### src/rtl/mux2_rr_arbiter.sv
`default_nettype none
// ============================================================================
// Module   : mux2_rr_arbiter
// Brief    : Two-requester round-robin burst arbiter driving a shared 2:1 mux
// Revision : 1.0 - initial release
// ============================================================================
module mux2_rr_arbiter #(
  parameter int WIDTH     = 8,
  parameter int MAX_BURST = 16
) (
  input  logic             clk,
  input  logic             rst,
  input  logic [WIDTH-1:0] A,
  input  logic             a_valid,
  input  logic             a_last,
  output logic             a_ready,
  input  logic [WIDTH-1:0] B,
  input  logic             b_valid,
  input  logic             b_last,
  output logic             b_ready,
  output logic [WIDTH-1:0] Y,
  output logic             y_valid,
  output logic             y_last,
  input  logic             y_ready,
  output logic             S,
  output logic             busy
);

  typedef enum logic [1:0] {
    ST_IDLE  = 2'd0,
    ST_GNT_A = 2'd1,
    ST_GNT_B = 2'd2
  } state_t;

  localparam logic [7:0] C_LAST_BEAT = 8'(MAX_BURST - 1);

  state_t     r_state;
  logic       r_s;
  logic       r_last_gnt;
  logic [7:0] r_beat_cnt;

  logic w_xfer;
  logic w_burst_end;
  logic w_arb_prev;
  logic w_any;
  logic w_pick_b;

  assign Y    = r_s ? B : A;
  assign S    = r_s;
  assign busy = (r_state != ST_IDLE);

  always_comb begin
    y_valid = 1'b0;
    y_last  = 1'b0;
    a_ready = 1'b0;
    b_ready = 1'b0;
    case (r_state)
      ST_GNT_A: begin
        y_valid = a_valid;
        y_last  = a_last;
        a_ready = y_ready;
      end
      ST_GNT_B: begin
        y_valid = b_valid;
        y_last  = b_last;
        b_ready = y_ready;
      end
      default: ;
    endcase
    // Reset kills any in-flight handshake in the reset cycle itself.
    if (rst) begin
      y_valid = 1'b0;
      a_ready = 1'b0;
      b_ready = 1'b0;
    end
  end

  assign w_xfer      = y_valid && y_ready;
  assign w_burst_end = w_xfer && (y_last || (r_beat_cnt == C_LAST_BEAT));

  // At burst end the side just served counts as the last grant.
  assign w_arb_prev = (r_state == ST_IDLE) ? r_last_gnt : r_s;
  assign w_any      = a_valid || b_valid;
  assign w_pick_b   = (a_valid && b_valid) ? ~w_arb_prev : b_valid;

  always_ff @(posedge clk) begin
    if (rst) begin
      r_state    <= ST_IDLE;
      r_s        <= 1'b0;
      r_last_gnt <= 1'b1;
      r_beat_cnt <= 8'd0;
    end else if ((r_state == ST_IDLE) || w_burst_end) begin
      if (w_burst_end) begin
        r_last_gnt <= r_s;
      end
      r_beat_cnt <= 8'd0;
      if (w_any) begin
        r_state <= w_pick_b ? ST_GNT_B : ST_GNT_A;
        r_s     <= w_pick_b;
      end else begin
        r_state <= ST_IDLE;
      end
    end else if (w_xfer) begin
      r_beat_cnt <= r_beat_cnt + 8'd1;
    end
  end

endmodule
`default_nettype wire

### config.mk
export PLATFORM = sky130hd
export DESIGN_NAME = mux2_rr_arbiter
export DESIGN_NICKNAME = d
export VERILOG_FILES = /design/src/rtl/mux2_rr_arbiter.sv
export SDC_FILE = /design/constraint.sdc
export NUM_CORES = 1
export LEC_CHECK = 0
export ABC_CLOCK_PERIOD_IN_PS = 2900
export BUFFER_PORTS_ARGS = -buffer_cell sky130_fd_sc_hd__buf_2
export CAP_MARGIN = 25
export CELL_PAD_IN_SITES_DETAIL_PLACEMENT = 1
export CELL_PAD_IN_SITES_GLOBAL_PLACEMENT = 2
export CORE_MARGIN = 4
export CORE_UTILIZATION = 27
export DETAILED_ROUTE_END_ITERATION = 10
export GPL_ROUTABILITY_DRIVEN = 0
export PLACE_DENSITY_LB_ADDON = 0.08
export REMOVE_ABC_BUFFERS = 1
export SETUP_SLACK_MARGIN = 0.05
export SLEW_MARGIN = 30
export SYNTH_ARGS = -nofsm -noshare
export SYNTH_HDL_FRONTEND = slang
export SYNTH_SLANG_ARGS = --single-unit
### constraint.sdc
create_clock -name clk -period 2.9 [get_ports clk]
set_input_delay 0.29 -clock clk [delete_from_list [all_inputs] [get_ports clk]]
set_output_delay 0.29 -clock clk [all_outputs]
set_load 0.01 [all_outputs]
Word level (Yosys, flattened, before mapping)
Cells that the tools add are included.

Input port bits: 23. Logic and storage cells: 32. Register bits: 12. Output and inout port bits: 14.

Bitwise logic cells: 1. Reductions and logical operators: 11. Add/sub/neg operators: 1. Mux-type cells: 12. Equal/unequal tests: 3.

Operators with widths (number): $add 8x1->8 const B (1); $eq 8x4->1 const B (1); $mux 8 (1); $mux 1 (7); $mux 2 (2); $pmux 1 s2 (2); $reduce_and 2->1 (2); $logic_and 1x1->1 (3); $logic_or 1x1->1 (3); $eq 2x1->1 const B (1); $eq 2x2->1 const B (1); $logic_not 2->1 (1); $reduce_bool 2->1 (1); $reduce_or 2->1 (1); $not 1->1 (1).

Depth between registers and ports, before layout
Gate-level depths: netlist (run 1).

Depth after elaboration: 7. Depth in mapped cells: 6. Depth with buffers taken out: 6.

Worst setup path after synthesis (run 1)
OpenSTA, ideal clock, no wires.

Path kind: reg-to-reg. Start: register r_state[0]. End: register r_beat_cnt[0]. Clock period less this slack: 1.651 ns. Setup slack: 1.249 ns. Path buffers: 0. Data arrival time: 1.528 ns. Stages on the path, launching flop included: 7. Library setup time: 0.124 ns. Required time: 2.776 ns. Cells stage by stage: dfxtp_1 > inv_1 > ha_1 > nand3b_1 > or2_2 > o211ai_4 > nor2_1.

Longest elaborated chain between the ends: 7. Elaborated cells on any way between the ends: 11. Classes of those cells: eq/ne: 2; mux: 3; reduce/logical: 6.

Ends and longest elaborated chain: from (decl) (line 37) `state_t r_state;`; from (signal assigned) (line 98) `r_state <= w_pick_b ? ST_GNT_B : ST_GNT_A;`; $eq 2x2->1 or $eq 2x1->1 (tied branches) (line 57) `case (r_state)`; $pmux 1 s2 (line 57); $mux 1 (line 71) `if (rst) begin`; $logic_and 1x1->1 (line 78) `assign w_xfer = y_valid && y_ready;`; $logic_and 1x1->1 (line 79) `assign w_burst_end = w_xfer && (y_last || (r_beat_cnt == C_LAST_BEAT));`; $logic_or 1x1->1 (line 92) `end else if ((r_state == ST_IDLE) || w_burst_end) begin`; $reduce_or 2->1 (no line); to (signal assigned) (line 104) `r_beat_cnt <= r_beat_cnt + 8'd1;`; to (decl) (line 40) `logic [7:0] r_beat_cnt;`.

Parallel ways exist; a longest one is shown, timed or not. A chain may end at the register's enable or synchronous reset.

Final worst setup path (run 1)
Same ends and word-level chain as after synthesis.

==> summary.md, run 1 <==
| Metric | Value |
|---|---|
| Worst Hold Endpoint | r_state[0]$_SDFFE_PP0P_ |
| Leak pwr | 0.441 nW |
| Top cell type's share of synthesized area | 0.309 |
| Post-route minimum period | 1870 ps |
| Root Buffer | clkbuf_4 |
| H-tree depth | 1 |
| Post-route ant nets | 0 |
| Proportion of layout cells with a drive suffix above 1 | 0.424 |
| Worst R2R Start | r_state[0]$_SDFFE_PP0P_ |
| Mapped cell area | 778 um2 |
| Slowest library cell on the worst path | or2_2 |
| Global routing's busiest layer | met2 |
| Reg2reg end | r_beat_cnt[0]$_SDFFE_PP0P_ |
| Placed Instance Area | 993 um2 |
| Synth cell types | 29 |
| Die width | 61.7 um |
| Yosys warnings | 0 |
| Post-detail-place hpwl | 1800 um |
| Ports | 37 |
| GRT overflow | 0 |
| Mean Syn Cell Area | 9.05 um2 |
| Hold-fix buffers, CTS | 0 |
| Cell count after synthesis | 86 |
| Cell row count | 19 |
| Nets | 153 |
| CTS resizes | 0 |
| # DRC | 0 |
| Max Cap Violations | 0 |
| Number of global-route vias before repair | 802 |
| Fin crit share | 0.646 |
| Kind of critical path | flip-flop to flip-flop |
| Total clock sinks | 12 |
| Post-synth EDFFs | 0 |
| Post-placement cell count | 152 |
| Fillers | 348 |
| Fin cells | 156 |
| Core area | 0.00276 mm2 |
| Total setup buffers inserted after CTS | 0 |
| RSZ-0062 raised after global routing | false |
| Syn-to-layout area delta | 32.3% |
| Clock Tree Buf Depth | 2 |
| Initial antenna violation count | 0 |
| Dominant cell type by area after synthesis | dfxtp_1 |
| Final setup vio count | 0 |
| Final Max Tran Viols | 0 |
| Clock transition at path regs | 90 ps |
| Met3 usage | 0.0440 |
| Vias post-DR | 765 |
| Slew margin rel. | 0.690 |
| Crit path required time | 3070 ps |
| Pwr dens | 423 mW/mm2 |
| FF+latch count, synth | 12 |
| Final hold violation count | 0 |
| Antenna cells | 0 |
| Initial core utilization | 0.282 |
| Vias per Instance | 4.90 |
| Worst reg2reg path depth | 6 |
| Top_reg_cell synth | dfxtp_1 |
| Routed len/inst | 13.6 um |
| Setup crit end kind | flip-flop |
| Hold WC Path Type | primary input to flip-flop |
| Worst Path Max Fanout | 8 |
| Hold Path Depth | 3 |
| Synth top area cells | dfxtp_1 (31%), mux2_2 (12%), xnor2_1 (7.9%) |
| Worst-skew pair later-pin latency | 280 ps |
| Overall global routing resource usage | 0.128 |
| Fmax | 0.534 GHz |
| Hold Startpoint | rst |
| GR met2 Demand/Resource | 0.218 |
| Largest net degree at the start of global routing | 13 |
| DRT Pass-1 Iters | 4 |
| Slowest Stage Delay on Critical Path | 410 ps |
| First-pass GRT wire length | 3550 um |
| Status | finished, final reports clean |
| Cell Chain, Critical Path | inv_1 -> ha_1 -> nand3b_1 -> or2_2 -> o211ai_4 -> nor2_1 |
| Num CTS Buffers | 3 |
| IO buf count | 36 |
| Area of the die | 0.00381 mm2 |
| Die H | 61.7 um |
| Critical path buffers and inverters | 1 |
| CTS tree | built |
| Arrival @ worst endpoint | 2040 ps |
| Clk_skew | 9.55 ps |
| Final instance area | 0.00103 mm2 |
| Tightest Pin Transition | 465 ps |
| GR Util met1 | 0.155 |
| Seq/Total Area, Yosys | 0.309 |
| CP Launch Type | flip-flop |
| Peak supply drop | 0.216 mV |
| Worst reg-to-reg setup slack | 1030 ps |
| Drt initial violations | 17 |
| Hold Slack | 333 ps |
| Fin Setup TNS | 0 ps |
| WL final | 2120 um |
| Async SR Flop Fraction | 0 |
| Critical path's top delay family | simple AND/OR/NAND/NOR gates |
-- cell families after synthesis --
logic type	Yosys count	share of synthesized area
simple gates	32	0.212
compound gates	13	0.148
flops	12	0.309
mux	11	0.154
xor+xnor	7	0.0788
buf+inv	7	0.0338
fa+ha+maj	4	0.0643
-- layout by cell type, fill, tap and decap left out, drive strengths merged --
master / synthesis / final
and3: 2 / 2
nand3b: 1 / 1
or2: 1 / 1
or4: 1 / 1
a21oi: 2 / 2
a211o: 1 / 1
o21ai: 3 / 3
nand4: 1 / 1
buf: 0 / 36
ha: 4 / 4
a22oi: 2 / 2
xnor2: 7 / 7
nor3: 3 / 3
dfxtp: 12 / 12
o2111ai: 1 / 1
nor4: 2 / 2
mux2: 8 / 8
nand2: 5 / 5
o22a: 1 / 1
inv: 6 / 6
nand3: 5 / 5
mux2i: 3 / 3
nor4b: 1 / 1
o22ai: 1 / 1
o211ai: 2 / 2
nor3b: 1 / 1
clkbuf: 1 / 4
nor2: 9 / 9
-- final cells by class --
class,instances,area (um2),share of cell area
Clock buffer,4,36.3,0.0352
Inverter,6,22.5,0.0219
Multi-Input combinational cell,67,512,0.497
Sequential cell,12,240,0.233
Tap cell,31,38.8,0.0377
Timing Repair Buffer,36,180,0.175
-- tightest hold or removal path, delay by kind of cell --
kind | cells | cell delay [ps]
buffers and inverters | 1 | 110
AO/OA/AOI/OAI | 1 | 100
multiplexers | 1 | 50
-- synth_stat cells (2+ instances only) --
library cell	instances
nor4_1	2
nor2_1	9
dfxtp_1	12
a21oi_1	2
nand3_1	5
mux2_2	8
xnor2_1	7
o21ai_0	3
inv_1	6
nand2_1	5
and3_1	2
nor3_1	3
ha_1	4
mux2i_1	3
-- through the flow --
| step | setup WS (ps) | total power, mW | utilization |
|---|---|---|---|
| finish | 1030 | 0.435 | 0.373 |
| detailed placement | 1000 | 0.304 | 0.360 |
| CTS | 994 | 0.444 | 0.373 |
| floorplan | 1250 | 0.255 | - |
| global route | 828 | 0.466 | 0.373 |
| global placement | 1040 | 0.302 | 0.360 |
-- metal layers --
metal / up-vias / wire length, um
met5: - / 0
met4: 0 / 18
met3: 2 / 102
met2: 16 / 1090
met1: 360 / 909
li1: 387 / -
-- registers in the layout, summed over array words and instances (netlist names) --
| register | cells |
|---|---|
| r_beat_cnt | 8 |
| r_last_gnt | 1 |
| r_state | 2 |
| S | 1 |
-- worst max path at each step --
stage,startpoint,end,slack [ps],cells after the start
after floorplan,r_state[0]$_SDFFE_PP0P_,r_beat_cnt[0]$_SDFFE_PP0P_,1250,6
after global placement,r_state[1]$_SDFFE_PP0P_,r_beat_cnt[2]$_SDFFE_PP0P_,1040,6
after detailed placement,r_state[1]$_SDFFE_PP0P_,r_beat_cnt[7]$_SDFFE_PP0P_,1000,6
after CTS,r_state[1]$_SDFFE_PP0P_,r_beat_cnt[7]$_SDFFE_PP0P_,990,6
after global routing,r_state[1]$_SDFFE_PP0P_,r_beat_cnt[3]$_SDFFE_PP0P_,830,6
final,r_state[0]$_SDFFE_PP0P_,r_beat_cnt[0]$_SDFFE_PP0P_,1030,6
-- where the power goes --
| group | internal (mW) | leakage, nW | switching, mW | total (mW) |
|---|---|---|---|---|
| logic | 0.0558 | 0.323 | 0.0637 | 0.120 |
| registers | 0.170 | 0.0972 | 0.00850 | 0.178 |
| clock network | 0.0763 | 0.0210 | 0.0613 | 0.138 |
| total | 0.302 | 0.441 | 0.134 | 0.435 |
No activity file was read; power rests on OpenSTA's default activity.
==> run 2: changes to the inputs <==
Settings changed: ABC_CLOCK_PERIOD_IN_PS 2900 to 1920, CORE_UTILIZATION 27 to 25.
Clock period 2.9 ns to 1.92 ns, I/O delays scaled along.
==> summary.md, run 2 (synthesis gave the netlist of run 1 again) <==
| Metric | Value |
|---|---|
| Top reg by flops | r_beat_cnt |
| Nets | 159 |
| Fmax | 0.578 GHz |
| Fin crit share | 0.900 |
| Status | finished, final reports clean |
| Leak pwr | 0.469 nW |
| DRT Pass-1 Iters | 3 |
| Worst Hold Endpoint | r_state[0]$_SDFFE_PP0P_ |
| Arrival @ worst endpoint | 1890 ps |
| Clock Tree Buf Depth | 2 |
| Reg2reg end | r_beat_cnt[2]$_SDFFE_PP0P_ |
| Final setup vio count | 0 |
| Pre-CTS WS | 174 ps |
| Ports | 37 |
| Fin Setup TNS | 0 ps |
| Worst reg-to-reg setup slack | 190 ps |
| Post-route minimum period | 1730 ps |
| Final hold violation count | 0 |
| Most frequent cells in the layout | buf_2 (36), dfxtp_1 (12), nor2_1 (9) |
| Most common cell after layout, fill and taps aside | buf_2 |
| Largest net degree at the start of global routing | 13 |
| Initial core utilization | 0.273 |
| First-pass GRT wire length | 3590 um |
| Kind of critical path | flip-flop to flip-flop |
| Slowest Stage Delay on Critical Path | 370 ps |
| Routed len/inst | 13.6 um |
| # DRC | 0 |
| Antenna cells | 0 |
| Root Buffer | clkbuf_4 |
| Final WS setup | 191 ps |
| Pwr dens | 623 mW/mm2 |
| Critical path's top delay family | simple AND/OR/NAND/NOR gates |
| Core area | 0.00285 mm2 |
| WL final | 2200 um |
| Number of global-route vias before repair | 831 |
| Worst Path Max Fanout | 8 |
| Drt initial violations | 17 |
| Max reg flops | 8 |
| Source of the critical timing path | r_state[0]$_SDFFE_PP0P_ |
| Tightest Pin Transition | 459 ps |
| Critical path buffers and inverters | 1 |
| Worst reg2reg path depth | 6 |
| Hold-fix buffers, CTS | 0 |
| Post-detail-place hpwl | 1820 um |
| Worst R2R Start | r_state[0]$_SDFFE_PP0P_ |
| Fillers | 355 |
| CTS resizes | 0 |
| Biggest regs | r_beat_cnt x8, r_state x2 |
| Hold WC Path Type | primary input to flip-flop |
| IO buf count | 36 |
| Total clock sinks | 12 |
| Hold Startpoint | rst |
| Slowest library cell on the worst path | or2_2 |
| Max Cap Violations | 0 |
| Peak supply drop | 0.175 mV |
| Cell Chain, Critical Path | inv_1 -> ha_1 -> nand3b_1 -> or2_2 -> o211ai_4 -> nor2_1 |
| Vias post-DR | 790 |
| Overall global routing resource usage | 0.110 |
| Post-route ant nets | 0 |
| Area of the die | 0.00407 mm2 |
| Die width | 63.8 um |
| Cell row count | 19 |
| Slew margin rel. | 0.693 |
| Initial antenna violation count | 0 |
| CP Launch Type | flip-flop |
| Crit path required time | 2080 ps |
| Syn-to-layout area delta | 39.7% |
| Clk_skew | 0.617 ps |
| Vias per Instance | 4.88 |
| Worst-skew pair later-pin latency | 280 ps |
| Setup crit end kind | flip-flop |
| Total setup buffers inserted after CTS | 0 |
| Clock transition at path regs | 80 ps |
| Hold Path Depth | 3 |
| Proportion of layout cells with a drive suffix above 1 | 0.466 |
| Num CTS Buffers | 3 |
| H-tree depth | 1 |
| Die H | 63.8 um |
| GRT overflow | 0 |
| Final Max Tran Viols | 0 |
| CTS tree | built |
| RSZ-0062 raised after global routing | false |
-- run 2: cell types whose count changed in the layout (fill, tap and decap cells not counted) --
cell / delta
nor4_2: +1
nor4b_1: -1
buf_4: +6
nor4_1: -1
nor4b_2: +1
-- run 2: final cells by class --
cell class,count,area (um2),share of cell area
clock buffers,4,36.3,0.0334
flip-flops and latches,12,240,0.221
inverters,6,22.5,0.0207
multi-input cells,67,524,0.482
repair buffers,42,225,0.207
well taps,31,38.8,0.0357
-- run 2: worst max path at each step --
stage / slack (ps) / to / cells past startpoint
floorplan: 270 / r_beat_cnt[0]$_SDFFE_PP0P_ / 6
global route: 50 / r_beat_cnt[2]$_SDFFE_PP0P_ / 6
global placement: 200 / r_beat_cnt[2]$_SDFFE_PP0P_ / 6
detailed placement: 170 / r_beat_cnt[5]$_SDFFE_PP0P_ / 6
finish: 190 / r_beat_cnt[2]$_SDFFE_PP0P_ / 6
CTS: 150 / r_beat_cnt[5]$_SDFFE_PP0P_ / 6
-- run 2: per-stage QoR --
| stage | total power [mW] | cells | utilization | hold slack, ps | area (um2) |
|---|---|---|---|---|---|
| after global routing | 0.728 | 162 | 0.381 | 249 | 1090 |
| after floorplan | 0.386 | 85 | - | 367 | 774 |
| final | 0.677 | 162 | 0.381 | 236 | 1090 |
| after global placement | 0.476 | 158 | 0.364 | 473 | 1040 |
| after CTS | 0.691 | 162 | 0.377 | 239 | 1070 |
| after detailed placement | 0.476 | 158 | 0.364 | 480 | 1040 |
-- run 2: tightest hold or removal path: stages --
cell,delay [ps]
buf_2,120
a211o_1,100
mux2i_1,50
-- run 2: power breakdown --
part | internal (mW) | switching, mW | total, mW
registers | 0.256 | 0.0121 | 0.268
logic | 0.0985 | 0.102 | 0.200
clock network | 0.115 | 0.0932 | 0.209
total | 0.470 | 0.207 | 0.677
-- run 2: metal layers --
metal	part of all wire	wire length [um]	track usage	vias to the layer above
li1	-	-	-	403
met3	0.055	120	0.0263	4
met5	0	0	0	-
met2	0.49	1070	0.201	26
met1	0.45	982	0.122	357
met4	0.013	28	0.0404	0
==> run 3: changes to the inputs <==
Settings changed: ABC_AREA set to 1, CORE_UTILIZATION 25 to 22.
==> summary.md, run 3 <==
| Metric | Value |
|---|---|
| Yosys warnings | 0 |
| Worst reg2reg path depth | 9 |
| Top reg by flops | r_beat_cnt |
| Top_reg_cell synth | dfxtp_1 |
| IO buf count | 36 |
| FF+latch count, synth | 12 |
| Nets | 190 |
| Root Buffer | clkbuf_8 |
| Most common cell after layout, fill and taps aside | nand2_1 |
| Reg2reg end | r_state[0]$_SDFFE_PP0P_ |
| Most frequent cells in the layout | nand2_1 (53), buf_2 (36), dfxtp_1 (12) |
| Fin Setup TNS | 0 ps |
| Worst-skew pair later-pin latency | 250 ps |
| Fin crit share | 0.873 |
| Die width | 68.4 um |
| DRT Pass-1 Iters | 4 |
| Dominant cell type by area after synthesis | dfxtp_1 |
| Hold Path Depth | 2 |
| Area of the die | 0.00468 mm2 |
| CP Launch Type | flip-flop |
| Kind of critical path | flip-flop to flip-flop |
| Worst Hold Endpoint | S$_SDFFE_PP0P_ |
| Post-route ant nets | 0 |
| Vias per Instance | 4.25 |
| Post-detail-place hpwl | 1940 um |
| Synth top area cells | dfxtp_1 (30%), nand2_1 (25%), ha_1 (6.2%) |
| Total setup buffers inserted after CTS | 0 |
| Mapped cell area | 803 um2 |
| Hold WC Path Type | primary input to flip-flop |
| Worst Path Max Fanout | 9 |
| Most common cell in the netlist | nand2_1 |
| Multi-input logic area | 504 um2 |
| Worst R2R Start | r_state[1]$_SDFFE_PP0P_ |
| CTS tree | built |
| H-tree depth | 1 |
| Biggest regs | r_beat_cnt x8, r_state x2 |
| Cell count after synthesis | 122 |
| Vias post-DR | 883 |
| Synth cell types | 25 |
| Fillers | 461 |
| Drt initial violations | 25 |
| Routed len/inst | 11.2 um |
| Hold-fix buffers, CTS | 0 |
| Cell row count | 21 |
| Ports | 37 |
| RSZ-0062 raised after global routing | false |
| Setup crit end kind | flip-flop |
| Hold Slack | 199 ps |
| Critical path's top delay family | simple AND/OR/NAND/NOR gates |
| WL final | 2320 um |
| Post-synth EDFFs | 0 |
| Async SR Flop Fraction | 0 |
| Fmax | 0.597 GHz |
| Max reg flops | 8 |
| Clock Tree Buf Depth | 2 |
| Cell Chain, Critical Path | inv_1 -> ha_1 -> inv_1 -> nor2_1 -> nand2_1 -> nor2_2 -> nand2_2 -> nand3_2 -> o22ai_1 |
| Sequential cell area | 240 um2 |
| Clock transition at path regs | 50 ps |
| Proportion of layout cells with a drive suffix above 1 | 0.333 |
| Synth cell count leaders | nand2_1 (53), dfxtp_1 (12), inv_1 (10), nor2_1 (10), a21oi_1 (5) |
| Pwr dens | 680 mW/mm2 |
| Slowest library cell on the worst path | dfxtp_1 |
| CTS resizes | 0 |
| Max Cap Violations | 0 |
| Tightest Pin Transition | 236 ps |
| Mean Syn Cell Area | 6.58 um2 |
| Antenna cells | 0 |
| Largest net degree at the start of global routing | 11 |
| Worst reg-to-reg setup slack | 240 ps |
| Num CTS Buffers | 3 |
| Crit path required time | 2040 ps |
| Total clock sinks | 12 |
| Slowest Stage Delay on Critical Path | 360 ps |
| Initial antenna violation count | 0 |
| Initial core utilization | 0.233 |
| Number of global-route vias before repair | 905 |
| Status | finished, final reports clean |
| First-pass GRT wire length | 3960 um |
| Leak pwr | 0.576 nW |
| Top cell by count, worst path | inv_1 |
| Arrival @ worst endpoint | 1800 ps |
| Syn-to-layout area delta | 36.0% |
| Slew margin rel. | 0.843 |
| Critical path buffers and inverters | 2 |
| Hold Startpoint | rst |
| Final setup vio count | 0 |
| Clk_skew | 3.90 ps |
| Final Max Tran Viols | 0 |
| # DRC | 0 |
| Seq/Total Area, Yosys | 0.299 |
| Peak supply drop | 0.199 mV |
| Core area | 0.00344 mm2 |
| Die H | 68.4 um |
| GRT overflow | 0 |
| Overall global routing resource usage | 0.113 |
| Final hold violation count | 0 |
| Post-route minimum period | 1680 ps |
| Top cell type's share of synthesized area | 0.299 |
run 3: cell count changes after synthesis, moves of 3 or more:
cell     delta
mux2_2      -8
o21ai_0     -3
nand2_1    +48
a21oi_1     +3
xnor2_1     -7
xor2_1      +4
inv_1       +4
mux2i_1     -3
run 3: layer usage:
layer	GRT usage	routed length (um)	part of all wire
met5	0	0	0
met4	0.0521	50	0.022
met3	0.0164	111	0.048
met2	0.198	1090	0.47
met1	0.133	1070	0.46
run 3: kinds of logic (layout without fill, tap and decap cells):
logic type	after synthesis	in the layout	share of synthesized area
buffers and inverters	13	53	0.0732
xor gates and xnor gates	4	4	0.0436
DFF	12	12	0.299
and+or+nand+nor	79	79	0.442
AOI/OAI and AO/OA	10	10	0.0795
adders and majority gates	4	4	0.0623
run 3: final cells by class:
| type | instances | area share |
|---|---|---|
| flip-flops and latches | 12 | 0.220 |
| inverters | 12 | 0.0435 |
| repair buffers | 37 | 0.172 |
| multi-input cells | 97 | 0.462 |
| well taps | 46 | 0.0527 |
| clock buffers | 4 | 0.0504 |
run 3: power breakdown:
group | leakage, nW | internal [mW] | switching [mW]
Combinational | 0.450 | 0.0772 | 0.117
Clock | 0.0288 | 0.182 | 0.104
Sequential | 0.0972 | 0.257 | 0.00608
run 3: how the worst max path moves through the flow:
stage,start,to,slack [ps],cells after the start
2_1_floorplan,r_state[1]$_SDFFE_PP0P_,r_beat_cnt[5]$_SDFFE_PP0P_,460,11
3_3_place_gp,r_state[1]$_SDFFE_PP0P_,S$_SDFFE_PP0P_,310,11
3_5_place_dp,r_state[1]$_SDFFE_PP0P_,r_state[0]$_SDFFE_PP0P_,210,9
4_1_cts,r_state[1]$_SDFFE_PP0P_,r_state[0]$_SDFFE_PP0P_,200,9
5_1_grt,r_state[1]$_SDFFE_PP0P_,r_state[0]$_SDFFE_PP0P_,60,9
6_report,r_state[1]$_SDFFE_PP0P_,r_state[0]$_SDFFE_PP0P_,240,9
run 3: metrics by stage:
step / cells / total power, mW / util / area [um2] / setup slack (ps)
after global placement: 204 / 0.465 / 0.301 / 1040 / 310
after floorplan: 121 / 0.379 / - / 792 / 463
after CTS: 208 / 0.760 / 0.317 / 1090 / 197
final: 208 / 0.743 / 0.317 / 1090 / 244
after global routing: 208 / 0.795 / 0.317 / 1090 / 62.7
after detailed placement: 204 / 0.467 / 0.301 / 1040 / 207
